### config.mk
export PLATFORM = sky130hd
export DESIGN_NAME = filter_shaper_flat
export DESIGN_NICKNAME = d
export VERILOG_FILES = /design/src/rtl/filter_shaper_pkg.sv /design/src/rtl/filter_shaper_if.sv /design/src/rtl/filter_shaper_delay_line.sv /design/src/rtl/filter_shaper.sv /design/src/flat_wrapper.sv
export SDC_FILE = /design/constraint.sdc
export NUM_CORES = 1
export LEC_CHECK = 0
export CORE_ASPECT_RATIO = 1.25
export CORE_UTILIZATION = 65
export DETAILED_ROUTE_END_ITERATION = 6
export PLACE_DENSITY = 0.92
export SLEW_MARGIN = 0
export SYNTH_ARGS = -nofsm -noshare
export SYNTH_HDL_FRONTEND = slang
export SYNTH_HIERARCHICAL = 1
export SYNTH_SLANG_ARGS = --single-unit
export TNS_END_PERCENT = 100
### constraint.sdc
create_clock -name clk -period 8.5 [get_ports clk]
set_input_delay 1.7 -clock clk [delete_from_list [all_inputs] [get_ports clk]]
set_output_delay 1.7 -clock clk [all_outputs]
set_load 0.02 [all_outputs]
### src/rtl/filter_shaper_pkg.sv
// Shared types and sizing constants for the filter_shaper slot.
package filter_shaper_pkg;

    localparam int SIZE_ADC_DATA     = 12;
    localparam int SIZE_FILTER_DATA  = 20;
    localparam int FILTER_DEPTH_LOG2 = 4;

    typedef enum logic [1:0] {
        MODE_BYPASS = 2'b00,
        MODE_DD     = 2'b01,
        MODE_SUM    = 2'b10,
        MODE_RSVD   = 2'b11
    } filt_mode_t;

    typedef enum logic {
        ST_FLUSH,
        ST_RUN
    } filt_state_t;

    typedef enum logic {
        PK_BELOW,
        PK_ABOVE
    } peak_state_t;

    // Smallest output width that cannot overflow a full-window moving sum.
    function automatic int min_out_width(int size_in, int depth_log2);
        return size_in + depth_log2 + 1;
    endfunction

endpackage

### src/rtl/filter_shaper_if.sv
// Config, sample and result bundle between a filter slot and its driver.
interface filter_shaper_if #(
    parameter int SIZE_IN    = 12,
    parameter int SIZE_OUT   = 20,
    parameter int DEPTH_LOG2 = 4
);

    logic                  cfg_load;
    logic [1:0]            mode;
    logic [DEPTH_LOG2-1:0] delay_k;
    logic [SIZE_OUT-1:0]   threshold;
    logic                  input_valid;
    logic [SIZE_IN-1:0]    input_data;
    logic                  busy;
    logic                  output_valid;
    logic [SIZE_OUT-1:0]   output_data;
    logic                  peak_valid;
    logic [SIZE_OUT-1:0]   peak_data;

    modport master (
        output cfg_load,
        output mode,
        output delay_k,
        output threshold,
        output input_valid,
        output input_data,
        input  busy,
        input  output_valid,
        input  output_data,
        input  peak_valid,
        input  peak_data
    );

    modport slave (
        input  cfg_load,
        input  mode,
        input  delay_k,
        input  threshold,
        input  input_valid,
        input  input_data,
        output busy,
        output output_valid,
        output output_data,
        output peak_valid,
        output peak_data
    );

endinterface

### src/rtl/filter_shaper_delay_line.sv
// Circular sample buffer with k-tap read and a flush write port.
module filter_shaper_delay_line #(
    parameter int SIZE_IN    = 12,
    parameter int DEPTH_LOG2 = 4
) (
    input  logic                  clk,
    input  logic                  reset,
    input  logic                  push,
    input  logic [SIZE_IN-1:0]    din,
    input  logic [DEPTH_LOG2-1:0] k,
    input  logic                  flush_we,
    input  logic [DEPTH_LOG2-1:0] flush_addr,
    output logic [SIZE_IN-1:0]    tap
);

    localparam int DEPTH = 1 << DEPTH_LOG2;

    logic [SIZE_IN-1:0]    mem [DEPTH];
    logic [DEPTH_LOG2-1:0] wp;
    logic [DEPTH_LOG2-1:0] rd_addr;

    // Modular subtraction gives the wrap-around tap for free.
    assign rd_addr = wp - k;
    assign tap     = mem[rd_addr];

    always_ff @(posedge clk or negedge reset) begin
        if (!reset) begin
            wp <= '0;
            for (int i = 0; i < DEPTH; i++) begin
                mem[i] <= '0;
            end
        end else if (flush_we) begin
            mem[flush_addr] <= '0;
        end else if (push) begin
            mem[wp] <= din;
            wp      <= wp + 1'b1;
        end
    end

endmodule

### src/rtl/filter_shaper.sv
// Runtime-configurable shaping filter: bypass, delay-difference, moving sum,
// followed by a threshold peak detector.
module filter_shaper
    import filter_shaper_pkg::*;
#(
    parameter int SIZE_IN    = SIZE_ADC_DATA,
    parameter int SIZE_OUT   = SIZE_FILTER_DATA,
    parameter int DEPTH_LOG2 = FILTER_DEPTH_LOG2
) (
    input logic           clk,
    input logic           reset,
    filter_shaper_if.slave bus
);

    if (SIZE_OUT < min_out_width(SIZE_IN, DEPTH_LOG2)) begin : g_width_check
        $error("filter_shaper: SIZE_OUT too narrow for SIZE_IN and DEPTH_LOG2");
    end

    localparam logic [DEPTH_LOG2-1:0] CNT_LAST = {DEPTH_LOG2{1'b1}};
    localparam logic [DEPTH_LOG2-1:0] K_ONE    =
        {{(DEPTH_LOG2-1){1'b0}}, 1'b1};

    filt_state_t           state;
    filt_state_t           state_nxt;
    logic [DEPTH_LOG2-1:0] cnt;
    logic [DEPTH_LOG2-1:0] cnt_nxt;
    filt_mode_t            cfg_mode;
    logic [DEPTH_LOG2-1:0] cfg_k;

    logic                  flushing;
    logic                  accept;
    logic                  kill;
    logic [SIZE_IN-1:0]    tap;

    logic                  s1_valid;
    logic signed [SIZE_OUT-1:0] s1_x;
    logic signed [SIZE_OUT-1:0] s1_tap;
    filt_mode_t            s1_mode;

    logic signed [SIZE_OUT-1:0] acc;
    logic signed [SIZE_OUT-1:0] acc_nxt;
    logic signed [SIZE_OUT-1:0] y;
    logic                  out_valid;
    logic signed [SIZE_OUT-1:0] out_data;

    peak_state_t           pk_state;
    peak_state_t           pk_nxt;
    logic signed [SIZE_OUT-1:0] pk_max;
    logic signed [SIZE_OUT-1:0] max_nxt;
    logic                  above;
    logic                  pulse;
    logic                  peak_valid;
    logic signed [SIZE_OUT-1:0] peak_data;

    assign flushing = (state == ST_FLUSH);
    assign accept   = (state == ST_RUN) & bus.input_valid & ~bus.cfg_load;
    // Anything in flight when a flush starts is dropped, not emitted.
    assign kill     = flushing | bus.cfg_load;

    always_ff @(posedge clk or negedge reset) begin
        if (!reset) begin
            state <= ST_FLUSH;
            cnt   <= '0;
        end else begin
            state <= state_nxt;
            cnt   <= cnt_nxt;
        end
    end

    always_comb begin
        state_nxt = state;
        cnt_nxt   = cnt;
        unique case (state)
            ST_FLUSH: begin
                if (bus.cfg_load) begin
                    cnt_nxt = '0;
                end else begin
                    cnt_nxt = cnt + 1'b1;
                    if (cnt == CNT_LAST) begin
                        state_nxt = ST_RUN;
                    end
                end
            end
            ST_RUN: begin
                if (bus.cfg_load) begin
                    state_nxt = ST_FLUSH;
                    cnt_nxt   = '0;
                end
            end
            default: state_nxt = ST_FLUSH;
        endcase
    end

    always_ff @(posedge clk or negedge reset) begin
        if (!reset) begin
            cfg_mode <= MODE_BYPASS;
            cfg_k    <= K_ONE;
        end else if (bus.cfg_load) begin
            cfg_mode <= filt_mode_t'(bus.mode);
            cfg_k    <= (bus.delay_k == '0) ? K_ONE : bus.delay_k;
        end
    end

    filter_shaper_delay_line #(
        .SIZE_IN    (SIZE_IN),
        .DEPTH_LOG2 (DEPTH_LOG2)
    ) u_delay_line (
        .clk        (clk),
        .reset      (reset),
        .push       (accept),
        .din        (bus.input_data),
        .k          (cfg_k),
        .flush_we   (flushing),
        .flush_addr (cnt),
        .tap        (tap)
    );

    always_ff @(posedge clk or negedge reset) begin
        if (!reset) begin
            s1_valid <= 1'b0;
            s1_x     <= '0;
            s1_tap   <= '0;
            s1_mode  <= MODE_BYPASS;
        end else begin
            s1_valid <= accept;
            if (accept) begin
                s1_x    <= {{(SIZE_OUT-SIZE_IN){1'b0}}, bus.input_data};
                s1_tap  <= {{(SIZE_OUT-SIZE_IN){1'b0}}, tap};
                s1_mode <= cfg_mode;
            end
        end
    end

    always_comb begin
        y       = s1_x;
        acc_nxt = acc;
        unique case (1'b1)
            s1_mode == MODE_DD: y = s1_x - s1_tap;
            s1_mode == MODE_SUM: begin
                acc_nxt = acc + s1_x - s1_tap;
                y       = acc_nxt;
            end
            default: y = s1_x;
        endcase
    end

    always_ff @(posedge clk or negedge reset) begin
        if (!reset) begin
            out_valid <= 1'b0;
            out_data  <= '0;
            acc       <= '0;
        end else if (kill) begin
            out_valid <= 1'b0;
            acc       <= '0;
        end else begin
            out_valid <= s1_valid;
            if (s1_valid) begin
                out_data <= y;
                acc      <= acc_nxt;
            end
        end
    end

    always_comb begin
        pk_nxt  = pk_state;
        max_nxt = pk_max;
        pulse   = 1'b0;
        above   = out_data > $signed(bus.threshold);
        if (kill) begin
            pk_nxt = PK_BELOW;
        end else if (out_valid) begin
            unique case (pk_state)
                PK_BELOW: begin
                    if (above) begin
                        pk_nxt  = PK_ABOVE;
                        max_nxt = out_data;
                    end
                end
                PK_ABOVE: begin
                    if (above) begin
                        if (out_data > pk_max) begin
                            max_nxt = out_data;
                        end
                    end else begin
                        pulse  = 1'b1;
                        pk_nxt = PK_BELOW;
                    end
                end
                default: pk_nxt = PK_BELOW;
            endcase
        end
    end

    always_ff @(posedge clk or negedge reset) begin
        if (!reset) begin
            pk_state   <= PK_BELOW;
            pk_max     <= '0;
            peak_valid <= 1'b0;
            peak_data  <= '0;
        end else begin
            pk_state   <= pk_nxt;
            pk_max     <= max_nxt;
            peak_valid <= pulse;
            if (pulse) begin
                peak_data <= pk_max;
            end
        end
    end

    assign bus.busy         = flushing;
    assign bus.output_valid = out_valid;
    assign bus.output_data  = out_data;
    assign bus.peak_valid   = peak_valid;
    assign bus.peak_data    = peak_data;

endmodule

### src/flat_wrapper.sv
// flat-port wrapper written by rule: the top's interface ports become plain ports
module filter_shaper_flat import filter_shaper_pkg::*;
#(
    parameter int SIZE_IN    = SIZE_ADC_DATA,
    parameter int SIZE_OUT   = SIZE_FILTER_DATA,
    parameter int DEPTH_LOG2 = FILTER_DEPTH_LOG2
)
  (clk, reset, bus_cfg_load, bus_mode, bus_delay_k, bus_threshold, bus_input_valid, bus_input_data, bus_busy, bus_output_valid, bus_output_data, bus_peak_valid, bus_peak_data);
  filter_shaper_if #(.SIZE_IN(SIZE_IN), .SIZE_OUT(SIZE_OUT), .DEPTH_LOG2(DEPTH_LOG2)) bus_i ();
  input logic clk;
  input logic reset;
  input wire logic [$bits(bus_i.cfg_load)-1:0] bus_cfg_load;
  input wire logic [$bits(bus_i.mode)-1:0] bus_mode;
  input wire logic [$bits(bus_i.delay_k)-1:0] bus_delay_k;
  input wire logic [$bits(bus_i.threshold)-1:0] bus_threshold;
  input wire logic [$bits(bus_i.input_valid)-1:0] bus_input_valid;
  input wire logic [$bits(bus_i.input_data)-1:0] bus_input_data;
  output wire logic [$bits(bus_i.busy)-1:0] bus_busy;
  output wire logic [$bits(bus_i.output_valid)-1:0] bus_output_valid;
  output wire logic [$bits(bus_i.output_data)-1:0] bus_output_data;
  output wire logic [$bits(bus_i.peak_valid)-1:0] bus_peak_valid;
  output wire logic [$bits(bus_i.peak_data)-1:0] bus_peak_data;
  assign bus_i.cfg_load = bus_cfg_load;
  assign bus_i.mode = bus_mode;
  assign bus_i.delay_k = bus_delay_k;
  assign bus_i.threshold = bus_threshold;
  assign bus_i.input_valid = bus_input_valid;
  assign bus_i.input_data = bus_input_data;
  assign bus_busy = bus_i.busy;
  assign bus_output_valid = bus_i.output_valid;
  assign bus_output_data = bus_i.output_data;
  assign bus_peak_valid = bus_i.peak_valid;
  assign bus_peak_data = bus_i.peak_data;
  filter_shaper #(.SIZE_IN(SIZE_IN), .SIZE_OUT(SIZE_OUT), .DEPTH_LOG2(DEPTH_LOG2)) u_core (.clk(clk), .reset(reset), .bus(bus_i));
endmodule
==> results_dict.tcl, run 1 <==
set metrics [dict create \
    synth_flop_cell "dfrtp_1" \
    avgSynthCellArea_um2 11.3 \
    track_usage_pct 34.0 \
    area_growth_pct 11.3 \
    regArea_um2 7930 \
    die_w_um 145 \
    max_stage_delay_ns 0.87 \
    cts_tree "built" \
    power-per-cell-area_nw_per_um2 193 \
    worst_ir_drop_vdd_mv 0.166 \
    fill_cells 1494 \
    drt_wl_total_mm 42.6 \
    crit_fanout 31 \
    layout_common_cells "dfrtp_1 (316), a22o_1 (204), inv_1 (129)" \
    cts_resized 0 \
    final_antenna_net_count 0 \
    cp_data_required_time_ns 8.96 \
    drive_above_1_share_pct 10.3 \
    grt_pass1_wl_mm 68.2 \
    rows 64 \
    cp_slowest_cell "nor2_1" \
    p_int_uw 2560 \
    clock_sinks 317 \
    h-tree-depth 1 \
    dp_cells 1788 \
    stdcell_count 1840 \
    fin_crit_ns 5.28 \
    max_freq_mhz 189 \
    hold_violations 0 \
    p_sw_uw 1000 \
    synth_cells 1471 \
    clk_pin_slew_worst_paths_ns 0.06 \
    path_buf_inv 3 \
    clk_latency_ns 0.58 \
    pwr-share-comb_pct 17.9 \
    final_common_cell "dfrtp_1" \
    synth_top_area_share_pct 47.7 \
    antenna_found_initial 0 \
    hpwl_mm 28.5 \
    p_leak_uw 0.00872 \
    max_slew_margin_pct 13.4 \
    pwr-share-clk_pct 38.4 \
    grt_max_degree 150 \
    synthTopCellsByArea "dfrtp_1 (48%), a22o_1 (11%), mux4_2 (6.5%)" \
    port_buffers 84 \
    boundaryPins 85 \
    die_h_um 180 \
    place_area_um2 17400 \
    grt-ovfl-total 0 \
    diodes 0 \
    routabilityCongestion 0.893 \
    rsz0062_at_grt "false" \
    max-cap-violations 0 \
    multi_input_area_um2 7660 \
    vias 12522 \
    worst_pin_slew_ns 1.29 \
    cts-root-buf "clkbuf_16" \
    path_cells "clkdlybuf4s50_1 -> nor2_2 -> nand2_1 -> inv_1 -> buf_4 -> nand3b_1 -> nor2_1 -> a21oi_1 -> a22o_1" \
    core_area_um2 24700 \
    crit_family "simple AND/OR/NAND/NOR gates" \
    critical_path_arrival_ns 5.74 \
    yosysSeqAreaShare_pct 47.9 \
    syn-cell-area_um2 16600 \
    final_max_slew_viol_count 0 \
    wl_per_cell_um 23.1 \
    start_util_pct 66.9 \
    ctsHoldBuffers 0 \
    swShare_pct 28.2 \
    cts_made_buffers 30 \
    setup_tns_ns 0 \
    post_cts_buffers 0 \
    period_share_pct 62.2 \
    drc 0 \
    critPathCaptureType "flop" \
    setup_violations 0 \
    first_pass_iters 7 \
    design_area_um2 18400 \
    pwr-share-seq_pct 43.7 \
    r2r_setup_slack_ns 4.29 \
    holdCritPathClass "reg -> reg" \
    status "finished clean" \
    syn_nets 1609 \
    synth_cell_type_count 69 \
    cts_buffer_depth 3 \
    drtIter0Drc 1107 \
    fin_skew_ns 0.0312 \
    nNetsFinal 1628 \
    synth_top_area_cell "dfrtp_1" \
    synth-seq-cells 317 \
    grt_pass1_vias 12947 \
    ys_warn_count 6 \
    die_area_um2 26100 \
    async_reset_ff_share_pct 100 \
    criticalPathCategory "in -> reg" \
    vias_per_cell 6.81 \
    startpoint_type "input port" \
    synth_edf_count 0 \
]
[worst min-delay path: stages, from the launching register on]
cell	delay [ns]
dfrtp_1	0.34
nand2_1	0.04
o21ai_0	0.06
[path summary, 6_finish.rpt]
kind,from,to,cells after the start
worst max-delay path,bus_cfg_load,u_core/u_delay_line/mem[71]$_DFFE_PN0P_,9
min in group asynchronous,reset,u_core/s1_tap[6]$_DFFE_PN0P_,1
worst max register to register,u_core/state$_DFF_PN0_,u_core/u_delay_line/mem[71]$_DFFE_PN0P_,9
worst min register to register,u_core/acc[3]$_DFFE_PN0P_,u_core/acc[3]$_DFFE_PN0P_,2
max in group asynchronous,reset,u_core/u_delay_line/mem[34]$_DFFE_PN0P_,2
worst min-delay path,u_core/acc[3]$_DFFE_PN0P_,u_core/acc[3]$_DFFE_PN0P_,2
[state kept, by name (all words and copies together) (netlist names)]
register and cells:
u_core/bus.peak_valid 1, u_core/s1_valid 1, u_core/s1_mode 2, u_core/cnt 4, u_core/bus.peak_data 20, u_core/u_delay_line/wp 4
u_core/cfg_mode 2, u_core/bus.output_valid 1, u_core/s1_tap 12, u_core/state 1, u_core/bus.output_data 20, u_core/pk_state 1
u_core/acc 20, u_core/cfg_k 4, u_core/pk_max 20, u_core/s1_x 12, u_core/u_delay_line/mem 192
[cells in the mapped netlist, drive strengths merged (8+ instances only)]
master / instances
fa: 14
a21oi: 66
a31oi: 9
dfrtp: 316
a21o: 18
xor2: 13
inv: 130
nand4: 36
nor2b: 13
mux2: 29
xnor2: 22
nand2: 125
nor2: 41
nand3: 23
mux4: 48
a22o: 204
o21ai: 86
ha: 82
clkbuf: 44
buf: 63
a32o: 8
nor3: 9
[area by class of cell]
class	count	area share, %
inverters	130	2.65
flip-flops and latches	317	43.0
repair buffers	94	5.06
clock buffers	42	4.64
well taps	330	2.24
multi-input cells	917	41.5
clock inverters	10	0.828
[metal layers]
metal | vias to the layer above | GRT usage [%] | share of wire [%]
met3 | 182 | 6.11 | 7.5
met4 | 0 | 20.5 | 6.4
met1 | 6256 | 41.2 | 37
met2 | 706 | 56.1 | 49
li1 | 5378 | - | -
met5 | - | 0 | 0
[power groups by stage]
| stage | Clock, uW | Combinational [uW] | Sequential [uW] |
|---|---|---|---|
| 2_1_floorplan | 0 | 454 | 1580 |
| 3_3_place_gp | 0 | 600 | 1580 |
| 3_5_place_dp | 0 | 623 | 1580 |
| 4_1_cts | 1380 | 629 | 1560 |
| 5_1_grt | 1440 | 696 | 1560 |
| 6_report | 1370 | 638 | 1560 |
[stage by stage]
| stage | worst slack, ns | total power, uW | hold WS, ns | utilization (%) |
|---|---|---|---|---|
| 6_report | 3.22 | 3560 | 0.483 | 74.5 |
| 5_1_grt | 2.92 | 3690 | 0.503 | 74.5 |
| 4_1_cts | 3.34 | 3560 | 0.485 | 74.5 |
| 3_5_place_dp | 2.76 | 2210 | 0.471 | 70.4 |
| 3_3_place_gp | 2.90 | 2180 | 0.464 | 70.4 |
| 2_1_floorplan | 4.64 | 2030 | 0.446 | - |
[cell families after synthesis]
group,count (synthesis),share of synthesized area (%)
flip-flops,317,47.9
AO/OA/AOI/OAI,431,19.2
multiplexers,80,9.13
buffers and inverters,237,5.98
AND/OR/NAND/NOR,275,8.04
XOR/XNOR,35,1.90
adder cells (fa/ha/maj),96,7.89
No activity file was read; power rests on OpenSTA's default activity.
==> run 2, diff against run 1 <==
--- a/config.mk
+++ b/config.mk
@@ -6,9 +6,9 @@
 export NUM_CORES = 1
 export LEC_CHECK = 0
 export CORE_ASPECT_RATIO = 1.25
-export CORE_UTILIZATION = 65
+export CORE_UTILIZATION = 55
 export DETAILED_ROUTE_END_ITERATION = 6
-export PLACE_DENSITY = 0.92
+export PLACE_DENSITY = 0.84
 export SLEW_MARGIN = 0
 export SYNTH_ARGS = -nofsm -noshare
 export SYNTH_HDL_FRONTEND = slang
==> constraint.sdc (replaced) <==
create_clock -name clk -period 4.6 [get_ports clk]
set_input_delay 0.92 -clock clk [delete_from_list [all_inputs] [get_ports clk]]
set_output_delay 0.92 -clock clk [all_outputs]
set_load 0.02 [all_outputs]
==> results_dict.tcl, run 2 (synthesis gave the netlist of run 1 again) <==
set metrics [dict create \
    final_max_slew_viol_count 0 \
    drt_wl_total_mm 42.6 \
    wl_met2_mm 21.5 \
    period_share_pct 76.9 \
    diodes 0 \
    drc 0 \
    nNetsFinal 1657 \
    max_freq_mhz 283 \
    hold_ws_ns 0.371 \
    p_leak_uw 0.00888 \
    clk_pin_slew_worst_paths_ns 0.06 \
    antenna_found_initial 0 \
    port_buffers 84 \
    stdcell_count 1940 \
    fin_skew_ns 0.0107 \
    status "finished clean" \
    pwr-share-seq_pct 43.3 \
    die_h_um 196 \
    drive_above_1_share_pct 12.2 \
    pwr-share-clk_pct 38.9 \
    place_area_um2 17700 \
    layout_common_cells "dfrtp_1 (316), a22o_1 (204), inv_1 (129)" \
    design_area_um2 18800 \
    hold_violations 0 \
    clock_sinks 317 \
    path_cells "inv_1 -> fa_1 -> inv_1 -> ha_1 -> a21o_1 -> a2111oi_2 -> a21oi_2 -> a31oi_2 -> o21ai_1 -> o41ai_2 -> xnor2_1 -> xnor2_1 -> o31ai_1" \
    wl_per_cell_um 22.0 \
    r2r_setup_slack_ns 1.06 \
    cts-root-buf "clkbuf_16" \
    power-per-cell-area_nw_per_um2 354 \
    post_cts_buffers 0 \
    h-tree-depth 1 \
    grt-ovfl-total 0 \
    cts_tree "built" \
    worst_ir_drop_vdd_mv 0.326 \
    fin_crit_ns 3.54 \
    dp_cells 1882 \
    rsz0062_at_grt "false" \
    cts_buffer_depth 3 \
    grt_max_degree 105 \
    cts_resized 0 \
    setup_violations 0 \
    worst_pin_slew_ns 1.27 \
    pwr-share-comb_pct 17.8 \
    max_slew_margin_pct 15.2 \
    top_register "u_core/u_delay_line/mem" \
    start_util_pct 56.3 \
    max_stage_delay_ns 0.53 \
    cts_made_buffers 31 \
    p_int_uw 4770 \
    startpoint_type "flop" \
    holdCritPathClass "in -> async" \
    max-cap-violations 0 \
    rows 70 \
    vias 12382 \
    critical_path_arrival_ns 4.01 \
    largest_register_ffs 192 \
    die_w_um 157 \
    routabilityCongestion 0.896 \
    crit_fanout 5 \
    first_pass_iters 6 \
    setup_tns_ns 0 \
    drtIter0Drc 849 \
    top_layer "met4" \
    swShare_pct 28.3 \
    track_usage_pct 28.4 \
    core_area_um2 29400 \
    grt_pass1_vias 12865 \
    ctsHoldBuffers 0 \
    clk_latency_ns 0.57 \
    boundaryPins 85 \
    vias_per_cell 6.38 \
    final_common_cell "dfrtp_1" \
    hpwl_mm 28.5 \
    cp_data_required_time_ns 5.07 \
    p_sw_uw 1880 \
    area_growth_pct 13.2 \
    cp_slowest_cell "fa_1" \
    critPathCaptureType "flop" \
    wl_met1_mm 16.1 \
    dr_wl_met3_mm 3.03 \
    die_area_um2 30800 \
    criticalPathCategory "reg -> reg" \
    grt_pass1_wl_mm 68.0 \
    final_antenna_net_count 0 \
]
-- run 2: metal layers --
metal | vias up | track usage [%]
met2 | 593 | 48.9
met5 | - | 0
met4 | 0 | 13.8
met3 | 127 | 4.26
li1 | 5449 | -
met1 | 6213 | 34.7
-- run 2: power groups by stage --
stage / registers (uW) / clock network [uW] / logic (uW)
2_1_floorplan: 2920 / 0 / 838
3_3_place_gp: 2920 / 0 / 1130
3_5_place_dp: 2920 / 0 / 1160
4_1_cts: 2870 / 2620 / 1170
5_1_grt: 2880 / 2740 / 1280
6_report: 2870 / 2590 / 1180
-- run 2: per-stage QoR --
stage,total power [uW],utilization [%],worst slack (ns)
after floorplan,3760,-,1.48
after global placement,4050,60.2,0.716
after detailed placement,4090,60.2,0.685
after CTS,6670,63.7,1.12
after global routing,6900,63.7,0.851
final,6640,63.7,1.06
-- run 2: worst max-delay path: cells and delay by family (launching register included) --
family | cells | cell delay, ns
AOI/OAI and AO/OA | 7 | 1.66
xor gates and xnor gates | 2 | 0.37
adders and majority gates | 2 | 0.88
buffers and inverters | 2 | 0.13
DFF | 1 | 0.38
-- run 2: layout make-up --
type | count | area (um2)
fillers | 2226 | 10700
well taps | 396 | 495
multi-input cells | 917 | 7660
repair buffers | 122 | 1140
inverters | 130 | 488
flip-flops and latches | 317 | 7930
clock buffers | 43 | 871
clock inverters | 15 | 166
-- run 2: final timing paths --
path,from,end,depth (start not counted)
setup reg to reg,u_core/s1_x[3]$_DFFE_PN0P_,u_core/bus.output_data[19]$_DFFE_PN0P_,13
max in group asynchronous,reset,u_core/u_delay_line/mem[24]$_DFFE_PN0P_,2
hold reg to reg,u_core/bus.peak_data[17]$_DFFE_PN0P_,u_core/bus.peak_data[17]$_DFFE_PN0P_,2
min in group clk,u_core/bus.peak_data[17]$_DFFE_PN0P_,u_core/bus.peak_data[17]$_DFFE_PN0P_,2
setup / recovery,u_core/s1_x[3]$_DFFE_PN0P_,u_core/bus.output_data[19]$_DFFE_PN0P_,13
hold / removal,reset,u_core/bus.peak_data[14]$_DFFE_PN0P_,1
